**config.mk**
```make
export PLATFORM = sky130hd
export DESIGN_NAME = fetch_stage
export DESIGN_NICKNAME = d
export VERILOG_FILES = /design/src/rtl/fetch_stage.sv
export SDC_FILE = /design/constraint.sdc
export NUM_CORES = 1
export LEC_CHECK = 0
export BUFFER_PORTS_ARGS = -buffer_cell sky130_fd_sc_hd__buf_2
export CAP_MARGIN = 20
export CELL_PAD_IN_SITES_DETAIL_PLACEMENT = 0
export CELL_PAD_IN_SITES_GLOBAL_PLACEMENT = 2
export CORE_AREA = 2 2 137 205
export CTS_CLUSTER_SIZE = 8
export DETAILED_ROUTE_END_ITERATION = 12
export DIE_AREA = 0 0 139 207
export MAX_ROUTING_LAYER = met4
export PLACE_DENSITY_LB_ADDON = 0.1
export RECOVER_POWER = 25
export SLEW_MARGIN = 10
export SYNTH_ARGS = -nofsm -noshare
export SYNTH_HDL_FRONTEND = slang
export SYNTH_SLANG_ARGS = --single-unit
```
**constraint.sdc**
```tcl
create_clock -name clk -period 4.2 [get_ports clk]
set_clock_uncertainty 0.05 [all_clocks]
set_input_delay 0 -clock clk [delete_from_list [all_inputs] [get_ports clk]]
set_output_delay 0 -clock clk [all_outputs]
set_load 0.005 [all_outputs]
```
**src/rtl/fetch_stage.sv**
```systemverilog
// fetch_stage: instruction fetch stage plus the IF/ID pipeline register.
// Owns the PC and keeps at most one instruction-memory request in flight.
// Stalls, EX-stage redirects and memory latency all appear to Decode as bubbles.
// Optional build macro FETCH_PERF_CNT_EN adds saturating stall/redirect counters.
module fetch_stage #(
    parameter int unsigned     XLEN      = 32,
    parameter logic [XLEN-1:0] RESET_PC  = '0,
    parameter logic [31:0]     NOP_INSTR = 32'h0000_0013
) (
    input  logic            clk,
    input  logic            rst_n,
    input  logic            F_stall_pc,
    input  logic            F_stall_fetch_reg,
    input  logic            E_redirect_en,
    input  logic [XLEN-1:0] E_redirect_pc,
    output logic            imem_req_valid,
    input  logic            imem_req_ready,
    output logic [XLEN-1:0] imem_req_addr,
    input  logic            imem_rsp_valid,
    input  logic [31:0]     imem_rsp_data,
    output logic [31:0]     D_instr,
    output logic [XLEN-1:0] D_pc,
    output logic [XLEN-1:0] D_pc_plus4,
    output logic            D_valid
`ifdef FETCH_PERF_CNT_EN
    ,
    output logic [31:0]     perf_stall_cycles,
    output logic [31:0]     perf_redirects
`endif
);

    typedef enum logic [1:0] {
        ST_REQ,
        ST_WAIT,
        ST_HOLD
    } fetchState_t;

    localparam logic [XLEN-1:0] PC_STEP   = XLEN'(4);
    localparam logic [XLEN-1:0] WORD_MASK = ~XLEN'(3);

    fetchState_t     r_state;
    fetchState_t     w_stateNext;
    logic [XLEN-1:0] r_pc;
    logic [XLEN-1:0] w_pcNext;
    logic [XLEN-1:0] w_pcPlus4;
    logic [XLEN-1:0] w_redirTarget;
    logic            r_drop;
    logic            w_dropNext;
    logic            r_live;
    logic [31:0]     r_holdInstr;
    logic [31:0]     w_holdInstrNext;
    logic            w_stall;
    logic            w_handshake;
    logic            w_deliver;
    logic [31:0]     w_deliverInstr;

    logic [31:0]     r_dInstr;
    logic [31:0]     w_dInstrNext;
    logic [XLEN-1:0] r_dPc;
    logic [XLEN-1:0] w_dPcNext;
    logic [XLEN-1:0] r_dPcPlus4;
    logic [XLEN-1:0] w_dPcPlus4Next;
    logic            r_dValid;
    logic            w_dValidNext;

    assign w_stall        = F_stall_pc | F_stall_fetch_reg;
    assign imem_req_valid = r_live && (r_state == ST_REQ);
    assign imem_req_addr  = r_pc & WORD_MASK;
    assign w_handshake    = imem_req_valid & imem_req_ready;
    assign w_pcPlus4      = r_pc + PC_STEP;
    assign w_redirTarget  = E_redirect_pc & WORD_MASK;

    assign D_instr    = r_dInstr;
    assign D_pc       = r_dPc;
    assign D_pc_plus4 = r_dPcPlus4;
    assign D_valid    = r_dValid;

    // Gate the first request by one cycle so valid only rises after reset release.
    always_ff @(posedge clk or negedge rst_n) begin
        if (!rst_n) begin
            r_live <= 1'b0;
        end else begin
            r_live <= 1'b1;
        end
    end

    // Fetch FSM next-state: a redirect overrides everything, then stall, then normal flow.
    always_comb begin
        w_stateNext     = r_state;
        w_pcNext        = r_pc;
        w_dropNext      = r_drop;
        w_holdInstrNext = r_holdInstr;
        w_deliver       = 1'b0;
        w_deliverInstr  = r_holdInstr;
        if (E_redirect_en) begin
            w_pcNext        = w_redirTarget;
            w_holdInstrNext = NOP_INSTR;
            w_dropNext      = 1'b0;
            w_stateNext     = ST_REQ;
            case (r_state)
                ST_REQ: begin
                    if (w_handshake) begin
                        w_dropNext  = 1'b1;
                        w_stateNext = ST_WAIT;
                    end
                end
                ST_WAIT: begin
                    if (!imem_rsp_valid) begin
                        w_dropNext  = 1'b1;
                        w_stateNext = ST_WAIT;
                    end
                end
                default: begin
                end
            endcase
        end else begin
            case (r_state)
                ST_REQ: begin
                    if (w_handshake) begin
                        w_stateNext = ST_WAIT;
                    end
                end
                ST_WAIT: begin
                    if (imem_rsp_valid) begin
                        if (r_drop) begin
                            w_dropNext  = 1'b0;
                            w_stateNext = ST_REQ;
                        end else if (!w_stall) begin
                            w_deliver      = 1'b1;
                            w_deliverInstr = imem_rsp_data;
                            w_pcNext       = w_pcPlus4;
                            w_stateNext    = ST_REQ;
                        end else begin
                            w_holdInstrNext = imem_rsp_data;
                            w_stateNext     = ST_HOLD;
                        end
                    end
                end
                ST_HOLD: begin
                    if (!w_stall) begin
                        w_deliver      = 1'b1;
                        w_deliverInstr = r_holdInstr;
                        w_pcNext       = w_pcPlus4;
                        w_stateNext    = ST_REQ;
                    end
                end
                default: begin
                    w_stateNext = ST_REQ;
                end
            endcase
        end
    end

    // Fetch FSM, PC, stale-response flag and hold buffer registers.
    always_ff @(posedge clk or negedge rst_n) begin
        if (!rst_n) begin
            r_state     <= ST_REQ;
            r_pc        <= RESET_PC;
            r_drop      <= 1'b0;
            r_holdInstr <= NOP_INSTR;
        end else begin
            r_state     <= w_stateNext;
            r_pc        <= w_pcNext;
            r_drop      <= w_dropNext;
            r_holdInstr <= w_holdInstrNext;
        end
    end

    // IF/ID next value: redirect or idle cycle gives a bubble, stall freezes, delivery loads.
    always_comb begin
        w_dValidNext   = r_dValid;
        w_dInstrNext   = r_dInstr;
        w_dPcNext      = r_dPc;
        w_dPcPlus4Next = r_dPcPlus4;
        if (E_redirect_en || (!w_stall && !w_deliver)) begin
            w_dValidNext = 1'b0;
            w_dInstrNext = NOP_INSTR;
        end else if (w_deliver) begin
            w_dValidNext   = 1'b1;
            w_dInstrNext   = w_deliverInstr;
            w_dPcNext      = r_pc;
            w_dPcPlus4Next = w_pcPlus4;
        end
    end

    // IF/ID pipeline register.
    always_ff @(posedge clk or negedge rst_n) begin
        if (!rst_n) begin
            r_dValid   <= 1'b0;
            r_dInstr   <= NOP_INSTR;
            r_dPc      <= '0;
            r_dPcPlus4 <= PC_STEP;
        end else begin
            r_dValid   <= w_dValidNext;
            r_dInstr   <= w_dInstrNext;
            r_dPc      <= w_dPcNext;
            r_dPcPlus4 <= w_dPcPlus4Next;
        end
    end

`ifdef FETCH_PERF_CNT_EN
    logic [31:0] r_perfStall;
    logic [31:0] r_perfRedir;

    // Saturating counts of stalled cycles and redirect cycles.
    always_ff @(posedge clk or negedge rst_n) begin
        if (!rst_n) begin
            r_perfStall <= '0;
            r_perfRedir <= '0;
        end else begin
            if (w_stall && (r_perfStall != 32'hFFFF_FFFF)) begin
                r_perfStall <= r_perfStall + 32'd1;
            end
            if (E_redirect_en && (r_perfRedir != 32'hFFFF_FFFF)) begin
                r_perfRedir <= r_perfRedir + 32'd1;
            end
        end
    end

    assign perf_stall_cycles = r_perfStall;
    assign perf_redirects    = r_perfRedir;
`endif

endmodule

```
---- Word level (Yosys, flattened, before mapping) ----
Cells that the tools add are included.
Widths: inputs -> output; s select.
cells by class
  multiplexer cells ....................... 40
  reduce and logical (&&, ||, !) cells .... 16
  bitwise operators ....................... 3
  add/subtract/negate cells ............... 1
  equality and inequality tests ........... 7
operator list
  cell                   number
  $mux 32                16
  $pmux 32 s2            1
  $add 32x3->32 const B  1
  $mux 1                 13
  $mux 2                 6
  $ne 3x3->1 const B     4
  $reduce_bool 2->1      4
  $pmux 1 s2             3
  $pmux 2 s3             1
  $reduce_and 3->1       2
  $reduce_and 2->1       2
  $reduce_and 4->1       1
  $reduce_bool 3->1      1
  $eq 2x1->1 const B     1
  $eq 2x2->1 const B     1
  $logic_and 1x1->1      2
  $logic_not 1->1        2
  $logic_not 2->1        1
  $ne 2x2->1 const B     1
  $and 1x1->1            1
  $logic_or 1x1->1       1
  $not 1->1              1
  $or 1x1->1             1
storage, ports and cells
  word-level logic and storage cells ...... 76
  bits of input ports ..................... 71
  output and inout port bits .............. 130
  register bits after elaboration ......... 165

---- Depth between registers and ports, before layout ----
  depth after elaboration ................. 11
  gate-level depth with buffers ........... 9
  depth with buffers taken out ............ 7

---- Least setup slack after synthesis ----
Ideal clock, no wire load.
  path kind ............................... register -> register
  start ................................... register r_state[1]
  end ..................................... register r_dPc[10] (netlist: D_pc[10])
  required time ........................... 4.025 ns
  stages on the path, launching flop included .. 9
  buffers on the path ..................... 2
  arrival time ............................ 1.960 ns
  period minus slack after synthesis ...... 2.135 ns
  setup time .............................. 0.125 ns
  setup slack ............................. 2.065 ns
  path through ............................ dfrtp_1 > inv_1 > ha_1 > and3b_1 > o211ai_1 > nand2b_4 > buf_4 > buf_4 > mux2_2
between the ends
  word-level cells in the longest chain between the ends .. 8
  elaborated cells between the ends (all ways) .. 9
  classes of those cells .................. 2 x eq/ne; 2 x mux; 1 x bitwise; 4 x reduce/logical
ends and longest elaborated chain
  item                                             line  source
  from (decl)                                      41    fetchState_t r_state;
  from (signal assigned)                           162   r_state <= w_stateNext;
  $eq 2x2->1 / $eq 2x1->1 (equally long branches)  117   case (r_state)
  $pmux 1 s2 *                                     117
  $mux 1 *                                         95    if (E_redirect_en) begin
  $logic_not 1->1                                  175   if (E_redirect_en || (!w_stall && !w_deliver)) begin
  $logic_and 1x1->1                                175
  $logic_or 1x1->1                                 175
  $not 1->1 (no line)                              -
  $reduce_and 2->1 (no line) *                     -
  to (signal assigned)                             196   r_dPc <= w_dPcNext;
  to (decl)                                        59    logic [XLEN-1:0] r_dPc;
Every way passes the cells marked *; elsewhere a longest branch is shown, timed or not.
A chain may end at the register's enable or synchronous reset.

---- Worst setup path in the final report ----
  start ................................... register r_state[1]
  end ..................................... register r_dPc[20] (netlist: D_pc[20])
The elaborated chain is that of the path after synthesis.

==> impl_metrics.toml <==
[pwr]
irDropWorstVdd_mv = 0.295
power_density_mw_per_mm2 = 475
p_leak_nw = 4.79

[yosys]
syn_inst = 717
syn_area_per_cell_sq_um = 10.4
ys.flop_type = "dfrtp_1"
ys_types = 46
syn_area_sq_mm = 0.00746
synth-edff-count = 0
synth-seq-cells = 159
async_flop_share_pct = 100
yosys_warnings = 0
yosysSeqAreaShare_pct = 53.4

[sta]
slew_headroom_pct = -60.8
fmax_ghz = 0.368
setup_viol = 0
slew_violations = 91
rsz0062_at_grt = "false"
worstMarginPinSlew_ns = 2.41
fin_setup_tns_ns = 0
hold_slack_ns = 0.0216
fin_crit_ns = 2.72
period_share_pct = 64.8
hold_viol = 0

[cells_and_area]
layout_commonest_cell = "buf_2"
utilization_pct = 36.6
most-common-layout-cells = "171 x buf_2, 152 x dfrtp_1, 150 x nand2_1"
nets = 1028
drive_gt1_share_pct = 27.7
syn2layout_area_growth_pct = 32.7
num-fill-cells = 2819
stdcell_area_sq_mm = 0.00990
antennaDiodeCount = 0

[floorplanning]
num_rows = 74
die_h_um = 207
start_util_pct = 27.6
die_x_um = 139
core_area_sq_mm = 0.0270
ios = 201
die-area_sq_mm = 0.0288

[clocking]
cts_tree = "done"
cts_max_path_buffers = 2
cts_max_level = 4
insertion_delay_ns = 0.45
path_clk_slew_ns = 0.06
numCtsBuffers = 17
clkSinkCount = 159
root_buffer = "clkbuf_16"
ctsResizeCount = 0

[hold_path]
hp-start = "E_redirect_en"
hp-class = "in2reg"

[global_routing]
grt_pass1_vias = 6396
grt_pass1_wl_mm = 35.4
grt_usage_pct = 16.1
antenna_found_initial = 0
grt_max_degree = 91
grt_overflow_total = 0

[routing]
viasPerCell = 4.54
first_pass_iters = 4
vias = 5940
ant_nets = 0
wl_mm = 21.7
drt_iter0_markers = 196
drc_errors = 0
wl_per_cell_um = 16.6

[placement]
io_buffers = 192
gp_congestion = 0.720
hpwl_mm = 14.5
placedInstanceArea_sq_mm = 0.00863

[setup_path]
arrival_ns = 2.99
worst-setup-path-type = "reg2reg"
critPathLaunch = "r_state[1]"
worstSetupStartpointType = "flop"
crit_required_ns = 4.47
reg2reg_from = "r_state[1]"
crit_path_end_kind = "flop"
worstPathMaxFanout = 60

[status]
outcome = "finished, violations left"
violations = "max-capacitance violations, max-slew violations"

[job]
maxCapViolCount = 1
layer usage:
metal  track usage, %  up-vias  share of wire [%]
li1                 -     2885                  -
met1             18.3     2901                 42
met2             27.9      132                 53
met3             3.10       22                3.9
met4             5.96        0                1.8
met5                -        -                  0
worst paths after layout:
| path | to | slack [ns] | depth (start not counted) |
|---|---|---|---|
| setup reg to reg | D_pc[20] | 1.48 | 7 |
| setup / recovery | D_pc[20] | 1.48 | 7 |
| max in group asynchronous | r_pc[27] | 1.70 | 3 |
| hold / removal | r_pc[20] | 0.02 | 3 |
| hold reg to reg | D_valid | 0.43 | 2 |
| min in group asynchronous | D_instr[7] | 0.79 | 2 |
worst max-delay path, cell delays in order, from the launching register on:
cell and delay (ns):
dfrtp_1 0.37, inv_1 0.08, ha_1 0.24, and3b_1 0.24, o211ai_1 0.39, nand2b_4 0.50
buf_12 0.32, mux2_2 0.37
synth_stat cells (all sizes together), types with 2 or more instances:
cell type  instances  share of area [%]
nor2b              2               0.17
a21oi             22                1.5
o21ai             90                6.2
nand2            150                7.5
nand3             27                1.9
xnor2             18                2.1
nor4               3               0.45
clkbuf            25                1.3
inv                5               0.25
o211ai             4               0.40
xor2              39                4.6
nand4             20                2.2
mux2              29                4.4
dfrtp            152                 51
conb               2               0.10
nor2              11               0.55
ha                 5               0.84
a22o              13                1.5
nor3               6               0.47
dfstp              7                2.5
buf               31                3.4
and3               8               0.69
or2                2               0.17
mux2i             34                4.6
and2               3               0.25
nand2b             3               0.35
sequential cells by signal, summed over array words and instances, names as in the netlist:
register / flops
D_pc: 30
r_drop: 1
r_state: 2
D_pc_plus4: 30
r_holdInstr: 32
r_live: 1
r_pc: 30
D_valid: 1
D_instr: 32
repair_timing:
item	4_1_cts	5_1_grt
hold endpoints to repair	183	0
hold buffers	65	0
setup buffers	0	0
kinds of logic after synthesis:
logic type / count (synthesis) / synth area share (%)
AOI/OAI and AO/OA: 130 / 9.69
xor gates and xnor gates: 57 / 6.69
adders and majority gates: 5 / 0.838
buffers and inverters: 61 / 4.95
DFF: 159 / 53.4
muxes: 63 / 8.94
other: 2 / 0.101
and+or+nand+nor: 240 / 15.4
area by class of cell:
type | count | area, sq um | area share [%]
Timing Repair Buffer | 267 | 1680 | 16.9
Tap cell | 342 | 428 | 4.32
Sequential cell | 159 | 3990 | 40.3
Clock buffer | 19 | 453 | 4.58
Multi-Input combinational cell | 502 | 3150 | 31.8
Clock inverter | 13 | 186 | 1.88
Inverter | 5 | 18.8 | 0.190
where the power goes:
part	internal [W]	leakage, nW	switching, W
sequential	0.00185	2.10	0.000212
clock	0.00103	0.302	0.000662
combinational	0.000475	2.39	0.000474
total	0.00336	4.79	0.00135
per-stage QoR:
stage                     power, W  worst slack (ns)  instances
after CTS                  0.00481              1.45       1306
after floorplan            0.00252              2.06        722
final                      0.00470              1.48       1307
after global placement     0.00301              1.54       1209
after detailed placement   0.00304              1.48       1209
after global routing       0.00499              1.21       1307
(Power assumes the default switching activity.)
